File: src/rtl/mmio_interconnect.sv
// Memory-mapped I/O interconnect: decodes master requests onto N peripheral slots via base/mask
// windows, waits for a per-slot ack with a timeout watchdog, and reports bus errors.
module mmio_interconnect #(
  parameter int unsigned                   N_SLOTS = 4,
  parameter int unsigned                   ADDR_W  = 64,
  parameter int unsigned                   DATA_W  = 64,
  parameter int unsigned                   ST_W    = 2,
  parameter logic [N_SLOTS*ADDR_W-1:0]     BASE    = '0,
  parameter logic [N_SLOTS*ADDR_W-1:0]     MASK    = '0,
  parameter int unsigned                   TIMEOUT = 16
) (
  input  logic                       clk,
  input  logic                       reset,
  input  logic [ADDR_W-1:0]          m_addr,
  input  logic [DATA_W-1:0]          m_wdata,
  input  logic [ST_W-1:0]            m_store_type,
  input  logic                       m_valid,
  output logic                       m_ready,
  output logic [DATA_W-1:0]          m_rdata,
  output logic                       m_err,
  output logic [N_SLOTS-1:0]         s_sel,
  output logic                       s_we,
  output logic [ADDR_W-1:0]          s_addr,
  output logic [DATA_W-1:0]          s_wdata,
  input  logic [N_SLOTS*DATA_W-1:0]  s_rdata,
  input  logic [N_SLOTS-1:0]         s_ack,
  output logic                       err_irq,
  output logic [7:0]                 err_count
);

  localparam int unsigned CNT_W = $clog2(TIMEOUT);
  localparam logic [CNT_W-1:0] CntLast = CNT_W'(TIMEOUT - 1);

  typedef enum logic [1:0] {StIdle, StWait, StResp} state_e;

  state_e             state_q;
  logic [CNT_W-1:0]   cnt_q;
  logic               miss_q;
  logic               hit;
  logic [N_SLOTS-1:0] hit_onehot;
  logic [DATA_W-1:0]  sel_rdata;
  logic               sel_ack;

  // Scan from the top so the lowest-index hitting window overwrites the rest.
  always_comb begin
    hit        = 1'b0;
    hit_onehot = '0;
    for (int i = N_SLOTS - 1; i >= 0; i--) begin
      if ((m_addr & MASK[i*ADDR_W +: ADDR_W]) == BASE[i*ADDR_W +: ADDR_W]) begin
        hit           = 1'b1;
        hit_onehot    = '0;
        hit_onehot[i] = 1'b1;
      end
    end
  end

  always_comb begin
    sel_rdata = '0;
    for (int i = 0; i < N_SLOTS; i++) begin
      if (s_sel[i]) sel_rdata = s_rdata[i*DATA_W +: DATA_W];
    end
  end

  assign sel_ack = |(s_ack & s_sel);

  always_ff @(posedge clk or posedge reset) begin
    if (reset) begin
      state_q   <= StIdle;
      cnt_q     <= '0;
      miss_q    <= 1'b0;
      m_ready   <= 1'b0;
      m_err     <= 1'b0;
      m_rdata   <= '0;
      s_sel     <= '0;
      s_we      <= 1'b0;
      s_addr    <= '0;
      s_wdata   <= '0;
      err_irq   <= 1'b0;
      err_count <= '0;
    end else begin
      m_ready <= 1'b0;
      m_err   <= 1'b0;
      err_irq <= 1'b0;
      case (state_q)
        StIdle: begin
          if (m_valid) begin
            s_addr  <= m_addr;
            s_wdata <= m_wdata;
            s_we    <= |m_store_type;
            cnt_q   <= '0;
            m_rdata <= '0;
            if (hit) begin
              s_sel   <= hit_onehot;
              state_q <= StWait;
            end else begin
              s_sel   <= '0;
              miss_q  <= 1'b1;
              state_q <= StResp;
            end
          end
        end
        StWait: begin
          if (sel_ack) begin
            m_rdata <= s_we ? '0 : sel_rdata;
            s_sel   <= '0;
            m_ready <= 1'b1;
            state_q <= StResp;
          end else if (cnt_q == CntLast) begin
            s_sel   <= '0;
            m_rdata <= '0;
            m_ready <= 1'b1;
            m_err   <= 1'b1;
            err_irq <= 1'b1;
            if (err_count != 8'hFF) err_count <= err_count + 8'd1;
            state_q <= StResp;
          end else begin
            cnt_q <= cnt_q + 1'b1;
          end
        end
        StResp: begin
          // A decode miss spends one extra RESP cycle so its latency matches a fast ack.
          if (miss_q) begin
            miss_q  <= 1'b0;
            m_ready <= 1'b1;
            m_err   <= 1'b1;
            err_irq <= 1'b1;
            if (err_count != 8'hFF) err_count <= err_count + 8'd1;
          end else begin
            m_rdata <= '0;
            state_q <= StIdle;
          end
        end
        default: state_q <= StIdle;
      endcase
    end
  end

endmodule

File: config.mk
export PLATFORM = sky130hd
export DESIGN_NAME = mmio_interconnect
export DESIGN_NICKNAME = d
export VERILOG_FILES = /design/src/rtl/mmio_interconnect.sv
export SDC_FILE = /design/constraint.sdc
export NUM_CORES = 1
export LEC_CHECK = 0
export CORE_AREA = 2 2 236 238
export CTS_CLUSTER_DIAMETER = 100
export DETAILED_ROUTE_END_ITERATION = 16
export DIE_AREA = 0 0 238 240
export GPL_ROUTABILITY_DRIVEN = 0
export GPL_TIMING_DRIVEN = 0
export HOLD_SLACK_MARGIN = 0.02
export SLEW_MARGIN = 20
export SYNTH_ARGS = -nofsm -noshare
export SYNTH_HDL_FRONTEND = slang
export SYNTH_SLANG_ARGS = --single-unit
File: constraint.sdc
create_clock -name clk -period 19.35 [get_ports clk]
set_input_delay 3.87 -clock clk [delete_from_list [all_inputs] [get_ports clk]]
set_output_delay 3.87 -clock clk [all_outputs]
set_load 0.02 [all_outputs]
# Word level (Yosys, flattened, before mapping)
# Index checks and enable logic that the tools add are counted.
op_classes:
  muxes: 30
  n_reduce_logical: 12
  bitwise_logic: 2
  n_addsub: 2
  n_eq_ne: 10
op_table:
  columns: ["operator", "n"]
  rows:
  - ["2-to-1 mux 64 bit", 8]
  - ["one-hot mux 64 bit (3 select lines)", 1]
  - ["2-to-1 mux 8 bit", 4]
  - ["2-to-1 mux 4 bit", 6]
  - ["one-hot mux 4 bit (2 select lines)", 2]
  - ["adder 8 x 1 -> 8 bit (second input constant)", 1]
  - ["inequality test 2 bit (second input constant)", 4]
  - ["inequality test 8 bit (second input constant)", 1]
  - ["2-to-1 mux 2 bit", 3]
  - ["AND reduction 3 bit", 2]
  - ["2-to-1 mux 1 bit", 5]
  - ["AND reduction 5 bit", 1]
  - ["adder 4 x 1 -> 4 bit (second input constant)", 1]
  - ["AND 4 bit", 1]
  - ["equality test 4 bit (second input constant)", 1]
  - ["inequality test 4 bit (second input constant)", 1]
  - ["one-hot mux 2 bit (2 select lines)", 1]
  - ["AND reduction 2 bit", 2]
  - ["AND reduction 4 bit", 1]
  - ["nonzero test 2 bit", 2]
  - ["OR reduction 4 bit", 1]
  - ["inequality test 3 bit (second input constant)", 1]
  - ["nonzero test 3 bit", 1]
  - ["equality test 2 x 1 -> 1 bit (second input constant)", 1]
  - ["4 further kinds", 4]
word_totals:
  in_bits: 393
  wordCells: 66
  reg_bits: 213
  out_inout_bits: 208

# Depth between registers and ports, before layout
# Gate-level depths: netlist of run 1.
depth:
  word_depth: 7
  ltp_mapped: 9
  ltp_nobuf: 6

# Worst setup path after synthesis of run 1
# No wires, ideal clock.
synth_path:
  kind: "input port to flip-flop"
  from: "in s_ack[0]"
  to: "reg m_rdata[0]"
  n_path_buf: 3
  t_required_ns: 19.226
  setup_ns: 0.124
  arrival_time_ns: 4.836
  setup_slack_ns: 14.389
  path_stages: 7
  path_cell_list: "nand2_2 -> a311o_1 -> buf_2 -> buf_6 -> buf_6 -> nand2_1 -> o21ai_1"
synth_between:
  elab_chain_cells: 4
  elab_cells_between_ends: 6
  cone_classes: "eq/ne: 1; mux: 2; bitwise: 1; reduce/logical: 2"
synth_rtl:
  columns: ["item", "line", "rtl"]
  rows:
  - ["start, declared", "26", "input logic [N_SLOTS-1:0] s_ack,"]
  - ["AND 4 bit (*)", "64", "assign sel_ack = |(s_ack & s_sel);"]
  - ["OR reduction 4 bit (*)", "64", null]
  - ["inequality test 3 bit (no line) or 2-to-1 mux 64 bit (tied branches)", null, null]
  - ["AND reduction 3 bit (no line) or one-hot mux 64 bit (3 select lines) (tied branches)", null, null]
  - ["end signal, assigned", "104", "m_rdata <= s_we ? '0 : sel_rdata;"]
  - ["end, declared", "19", "output logic [DATA_W-1:0] m_rdata,"]
# Mark *: on every way between the ends. The rest lies on a longest branch, timed or not.
# A chain may end at the register's enable or synchronous reset.

# Worst setup path in the final report of run 1
layout_path:
  from: "in m_valid"
  to: "reg s_addr[14]"
layout_between:
  elab_chain_cells: 1
layout_rtl:
  columns: ["item", "line", "rtl"]
  rows:
  - ["start, declared", "17", "input logic m_valid,"]
  - ["AND reduction 2 bit (no line)", null, null]
  - ["end signal, assigned", "87", "s_addr <= m_addr;"]
  - ["end, declared", "23", "output logic [ADDR_W-1:0] s_addr,"]
# Every way passes these cells.

==> metrics.md, run 1 <==
| Metric | Value |
|---|---|
| Final hold vios | 0 |
| Crit path DAT | 6.01 ns |
| Yosys cell types | 36 |
| Setup TNS | 0 ns |
| Pint | 1.44 mW |
| Setup violators final | 0 |
| Htree depth | 1 |
| GRT overflow | 0 |
| N_diodes | 0 |
| Seq cells post-synth | 210 |
| Placed cell area | 0.0132 sq mm |
| Peak supply drop | 87.7 uV |
| Sw Share | 37.3% |
| Wirelength, routed | 27.3 mm |
| Layout cells sized above 1 | 19.6% |
| Nets | 1,478 |
| Slew Limit Fails | 0 |
| Cts repair resizes | 0 |
| Cells after Synth | 645 |
| Die Y | 240 microns |
| Die W | 238 microns |
| Worst slew pin tran | 0.600 ns |
| Post-synth top flop | dfrtp_1 |
| Drt wl/cell | 15.2 microns |
| Initial Util | 15.1% |
| Area grow syn2layout | 70.5% |
| DRT iter0 DRCs | 165 |
| Max cap viols | 0 |
| Vias in the first global route | 6,969 |
| Pre-CTS setup slack | 12.95 ns |
| Status | completed |
| Required @ worst endpoint | 19.77 ns |
| Mean post-synth cell area | 12.8 sq um |
| Flop pwr share | 31.5% |
| Reg2Reg Depth | 6 |
| Final worst slack | 13.76 ns |
| WHS Endpoint | m_rdata[37]$_DFFE_PP0P_ |
| Crit Path Class | input port to register |
| Fin crit period | 5.59 ns |
| DR vias/cell | 3.62 |
| Layout Skew | 0.00811 ns |
| Setup bufs post-CTS | 0 |
| TritonCTS clock tree | built |
| Initial antenna violation count | 1 |
| CP Buf/Inv Count | 3 |
| Pleak | 5.68 nW |
| Core ar. | 0.0547 sq mm |
| NetSw | 0.854 mW |
| Cell Pwr Density | 162 mW/mm^2 |
| Hold-critical path depth | 2 |
| Clk_lat worst skew | 0.54 ns |
| Startpoint types | input port |
| Synth warnings | 0 |
| Design Area, Final | 0.0141 sq mm |
| Clk sinks | 210 |
| CP peak stage delay | 0.51 ns |
| DRC errors left | 0 |
| Worst Hold Class | register to register |
| Combinational share of power | 47.5% |
| EDFF count, synth | 0 |
| Register area share after synthesis | 63.5% |
| Global-route wire length before repair | 41.1 mm |
| Number of buffers created by CTS | 26 |
| Worst r2r src | state_q[1]$_DFFE_PP0P_ |
| Final Cycle Share | 28.9% |
| Worst-path cell chain | clkdlybuf4s50_1 > nand2_1 > clkbuf_1 > buf_2 > mux2_2 |
| Maximum clock rate | 179 MHz |
| RR Endpoint | s_addr[14]$_DFFE_PP0P_ |
| Clk pwr share | 21.1% |
| Top Ports | 601 |
| Top delay family on crit path | buffers and inverters |
| CP Capture Type | register |
| Routed via count | 6,518 |
| Crit path max fanout | 10 |
| Post-DP HPWL | 21.0 mm |
| Hold Buf Count CTS | 0 |
| Post-synth ARST share | 100% |
| Worst reg2reg setup slack | 16.87 ns |
| Root Driver | clkbuf_16 |
| Routed Antenna Nets | 0 |
| PortBufs | 402 |
| Deepest clock path buffer count | 3 |
| Beginning of the worst hold path | m_rdata[37]$_DFFE_PP0P_ |
| Slew margin rel. | 60.0% |
| Largest net degree at the start of global routing | 94 |
| Mapped Area | 0.00827 sq mm |
| Critical-path top delay cell | clkbuf_1 |
| Gr usage total | 9.31% |
| RSZ-0062 raised after global routing | no |
| First-pass DRT Iterations | 6 |
| Row count | 86 |
| Die ar. | 0.0571 sq mm |
| Total power | 2.29 mW |
| Clock slew at reported path FFs | 0.06 ns |
## routing by layer
metal  up-vias  part of all wire (%)  global-route usage [%]
li1       3043                     -                       -
met1      3137                    38                    10.2
met2       294                    48                    16.0
met3        42                    12                    4.17
met4         2                   2.5                    3.18
met5         -                 0.044                       0
## tightest hold or removal path: stages (launching register included)
cell and delay [ns]:
dfrtp_1 0.34, nand2_1 0.04, o21ai_0 0.05
## metrics by stage
step	cells	util [%]	hold WS [ns]
finish	1802	25.8	0.478
detailed placement	1755	24.2	0.473
CTS	1802	25.8	0.486
global route	1802	25.8	0.507
floorplan	647	-	0.516
global placement	1753	24.1	0.465
## logic make-up after synthesis
logic type / count (synthesis) / synth area share, %
multiplexers: 131 / 17.8
AO/OA/AOI/OAI: 85 / 6.28
AND/OR/NAND/NOR: 158 / 7.68
XOR/XNOR: 7 / 0.741
flip-flops: 210 / 63.5
adder cells (fa/ha/maj): 6 / 0.907
other: 1 / 0.0453
buffers and inverters: 47 / 2.99
## worst max-delay path by stage
stage                 start                 endpoint  slack (ns)  cells after the start
floorplan             reset     cnt_q[0]$_DFFE_PP0P_        9.74                      1
global placement      reset  s_wdata[15]$_DFFE_PP0P_        6.60                      2
detailed placement  m_valid   s_addr[21]$_DFFE_PP0P_       12.95                      5
CTS                 m_valid   s_addr[14]$_DFFE_PP0P_       13.53                      5
global route        m_valid   s_addr[14]$_DFFE_PP0P_       13.48                      5
finish              m_valid   s_addr[14]$_DFFE_PP0P_       13.76                      5
## state kept, by name, summed over array words and instances (netlist names), 2 cells and up
| name | flops |
|---|---|
| s_addr | 64 |
| err_count | 8 |
| cnt_q | 4 |
| s_wdata | 64 |
| state_q | 2 |
| m_rdata | 64 |
## placed cells by master (no fill, tap or decap), types with 2 or more instances in the layout
master / count
a2111oi_2: 3
a211oi_1: 3
a21oi_1: 4
and3_1: 3
buf_1: 5
buf_16: 2
buf_2: 17
buf_4: 6
buf_6: 3
clkbuf_1: 11
clkbuf_16: 27
clkbuf_2: 4
clkbuf_8: 6
clkdlybuf4s50_1: 402
clkinv_2: 4
clkinvlp_4: 3
conb_1: 3
dfrtp_1: 210
ha_1: 6
inv_1: 5
mux2_2: 131
nand2_1: 134
nand2b_1: 2
nand3_1: 7
nor2_1: 5
nor2b_1: 2
o21ai_0: 47
o21ai_1: 20
xor2_1: 7
## power by group through the flow
stage,Combinational [mW],Sequential (mW),Clock (mW)
after floorplan,0.364,0.926,0
after global placement,1.10,0.719,0
after detailed placement,1.11,0.727,0
after CTS,1.11,0.723,0.502
after global routing,1.17,0.745,0.523
final,1.09,0.721,0.483
## cell type report
type	instances	area, sq um
repair buffers	404	4080
clock buffers	38	777
inverters	6	30.0
fillers	5769	40600
plain buffers	41	225
flip-flops and latches	210	5260
multi-input cells	390	2780
well taps	704	881
clock inverters	9	81.3
## cell usage after synthesis (5+ instances only)
library cell / number / area share (%)
buf_1: 5 / 0.23
inv_1: 6 / 0.27
nand2_1: 134 / 6.1
buf_4: 6 / 0.54
nor2_1: 5 / 0.23
xor2_1: 7 / 0.74
mux2_2: 131 / 18
o21ai_0: 47 / 2.8
o21ai_1: 20 / 1.2
clkbuf_1: 6 / 0.27
dfrtp_1: 210 / 64
buf_2: 17 / 1.0
nand3_1: 7 / 0.42
ha_1: 6 / 0.91
Power figures use the tool's default switching activity.
==> inputs of run 2 (changes only) <==
==> constraint.sdc (replaced) <==
create_clock -name clk -period 5.27 [get_ports clk]
set_input_delay 1.054 -clock clk [delete_from_list [all_inputs] [get_ports clk]]
set_output_delay 1.054 -clock clk [all_outputs]
set_load 0.02 [all_outputs]
==> metrics.md, run 2 (synthesis results as in run 1) <==
| Metric | Value |
|---|---|
| Status | completed |
| CP Buf/Inv Count | 1 |
| RSZ-0062 raised after global routing | no |
| Cts repair resizes | 0 |
| Slew margin rel. | 53.3% |
| Most common cell after layout, fill and taps aside | clkdlybuf4s50_1 |
| Crit path max fanout | 5 |
| Cell Pwr Density | 592 mW/mm^2 |
| DRC errors left | 0 |
| Gr usage total | 9.19% |
| Setup bufs post-CTS | 0 |
| Met1 Resource Use GR | 9.98% |
| CP Capture Type | primary output |
| Pre-CTS setup slack | 1.82 ns |
| Largest net degree at the start of global routing | 35 |
| Layout cells sized above 1 | 19.6% |
| Slew Limit Fails | 0 |
| Core ar. | 0.0547 sq mm |
| Worst Hold Class | register to register |
| Top Ports | 601 |
| Max cap viols | 0 |
| Die ar. | 0.0571 sq mm |
| Maximum clock rate | 364 MHz |
| Htree depth | 1 |
| GR Util met3 | 4.26% |
| Core Util, Final | 25.9% |
| DRT iter0 DRCs | 167 |
| Number of buffers created by CTS | 26 |
| Vias in the first global route | 7,016 |
| Top delay family on crit path | buffers and inverters |
| Final worst slack | 2.52 ns |
| Required @ worst endpoint | 4.22 ns |
| Placed cell area | 0.0133 sq mm |
| Gr busiest metal | met2 |
| Most frequent cells in the layout | clkdlybuf4s50_1 (402), dfrtp_1 (210), nand2_1 (134) |
| Peak supply drop | 311 uV |
| FILL cells | 5,729 |
| Total power | 8.38 mW |
| Layout Skew | 0.00865 ns |
| Setup violators final | 0 |
| Clock slew at reported path FFs | 0.06 ns |
| Row count | 86 |
| Crit path DAT | 1.70 ns |
| Hold Buf Count CTS | 0 |
| Routed Antenna Nets | 0 |
| Final hold vios | 0 |
| Startpoint types | register |
| Worst slew pin tran | 0.701 ns |
| Final Cycle Share | 52.2% |
| Pleak | 5.70 nW |
| Area grow syn2layout | 71.2% |
| Routing usage on met2 | 15.7% |
| Design Area, Final | 0.0142 sq mm |
| GRT overflow | 0 |
| First-pass DRT Iterations | 4 |
| CP peak stage delay | 0.72 ns |
| Nets | 1,483 |
| Register Area | 0.00526 sq mm |
| Post-DP HPWL | 21.4 mm |
| Area of the multi-input gates | 0.00278 sq mm |
| Clk sinks | 210 |
| Initial Util | 15.1% |
| Final hold slack | 0.483 ns |
| Global-route wire length before repair | 40.7 mm |
| Deepest clock path buffer count | 3 |
| Clk_lat worst skew | 0.55 ns |
| Die W | 238 microns |
| Routed via count | 6,625 |
| Critical-path top delay cell | clkdlybuf4s50_1 |
| Drt wl/cell | 15.2 microns |
| DR vias/cell | 3.67 |
| Worst-path cell chain | clkdlybuf4s50_1 |
| TritonCTS clock tree | built |
| Fin crit period | 2.75 ns |
| Die Y | 240 microns |
| Largest regs | m_rdata (64), s_addr (64), s_wdata (64) |
| Initial antenna violation count | 3 |
| Wirelength, routed | 27.4 mm |
| Root Driver | clkbuf_16 |
| PortBufs | 402 |
| Crit Path Class | register to primary output |
==> run 2: cell types whose count changed in the layout (fill, tap and decap cells not counted) <==
cell	before	now
inv_6	0	1
clkinv_4	1	0
clkbuf_1	11	13
buf_12	0	6
clkbuf_8	6	4
clkinvlp_4	3	2
diode_2	0	1
buf_16	2	1
inv_8	1	0
==> run 2: routing by layer <==
| layer | vias to the layer above | wire length [microns] |
|---|---|---|
| met5 | - | 13 |
| met4 | 2 | 1070 |
| met3 | 52 | 2930 |
| met2 | 286 | 13300 |
| met1 | 3224 | 10200 |
| li1 | 3061 | - |
==> run 2: power by group <==
group          switching (mW)  internal (mW)
Clock                   0.706           1.04
Combinational            2.04           1.95
Sequential              0.381           2.27
Total                    3.12           5.26
==> run 2: path summary, 6_finish.rpt <==
| kind | start | end | slack, ns | cells past startpoint |
|---|---|---|---|---|
| min in group asynchronous | reset | s_addr[0]$_DFFE_PP0P_ | 0.89 | 2 |
| max reg2reg | state_q[1]$_DFFE_PP0P_ | s_addr[2]$_DFFE_PP0P_ | 2.88 | 6 |
| max | s_sel[0]$_DFFE_PP0P_ | s_sel[0] | 2.52 | 1 |
| max in group asynchronous | reset | m_rdata[56]$_DFFE_PP0P_ | 3.18 | 6 |
| min reg2reg | m_rdata[46]$_DFFE_PP0P_ | m_rdata[46]$_DFFE_PP0P_ | 0.48 | 2 |
| min | m_rdata[46]$_DFFE_PP0P_ | m_rdata[46]$_DFFE_PP0P_ | 0.48 | 2 |
==> run 2: cell type report <==
type	instances	share of cell area (%)
diodes	1	0.0177
plain buffers	41	1.59
clock buffers	38	5.35
clock inverters	7	0.468
inverters	6	0.186
multi-input cells	390	19.6
flip-flops and latches	210	37.1
well taps	704	6.22
repair buffers	409	29.5
==> run 2: worst reg2reg max path: stages, from the launching register on <==
cell,delay [ns]
dfrtp_1,0.40
inv_1,0.09
ha_1,0.25
nand2_1,0.25
clkbuf_1,0.50
buf_2,0.41
mux2_2,0.38
==> run 2: metrics by stage <==
step / cells / setup TNS [ns]
floorplan: 647 / 0
global placement: 1753 / -64.76
detailed placement: 1760 / 0
CTS: 1805 / 0
global route: 1805 / 0
finish: 1806 / 0
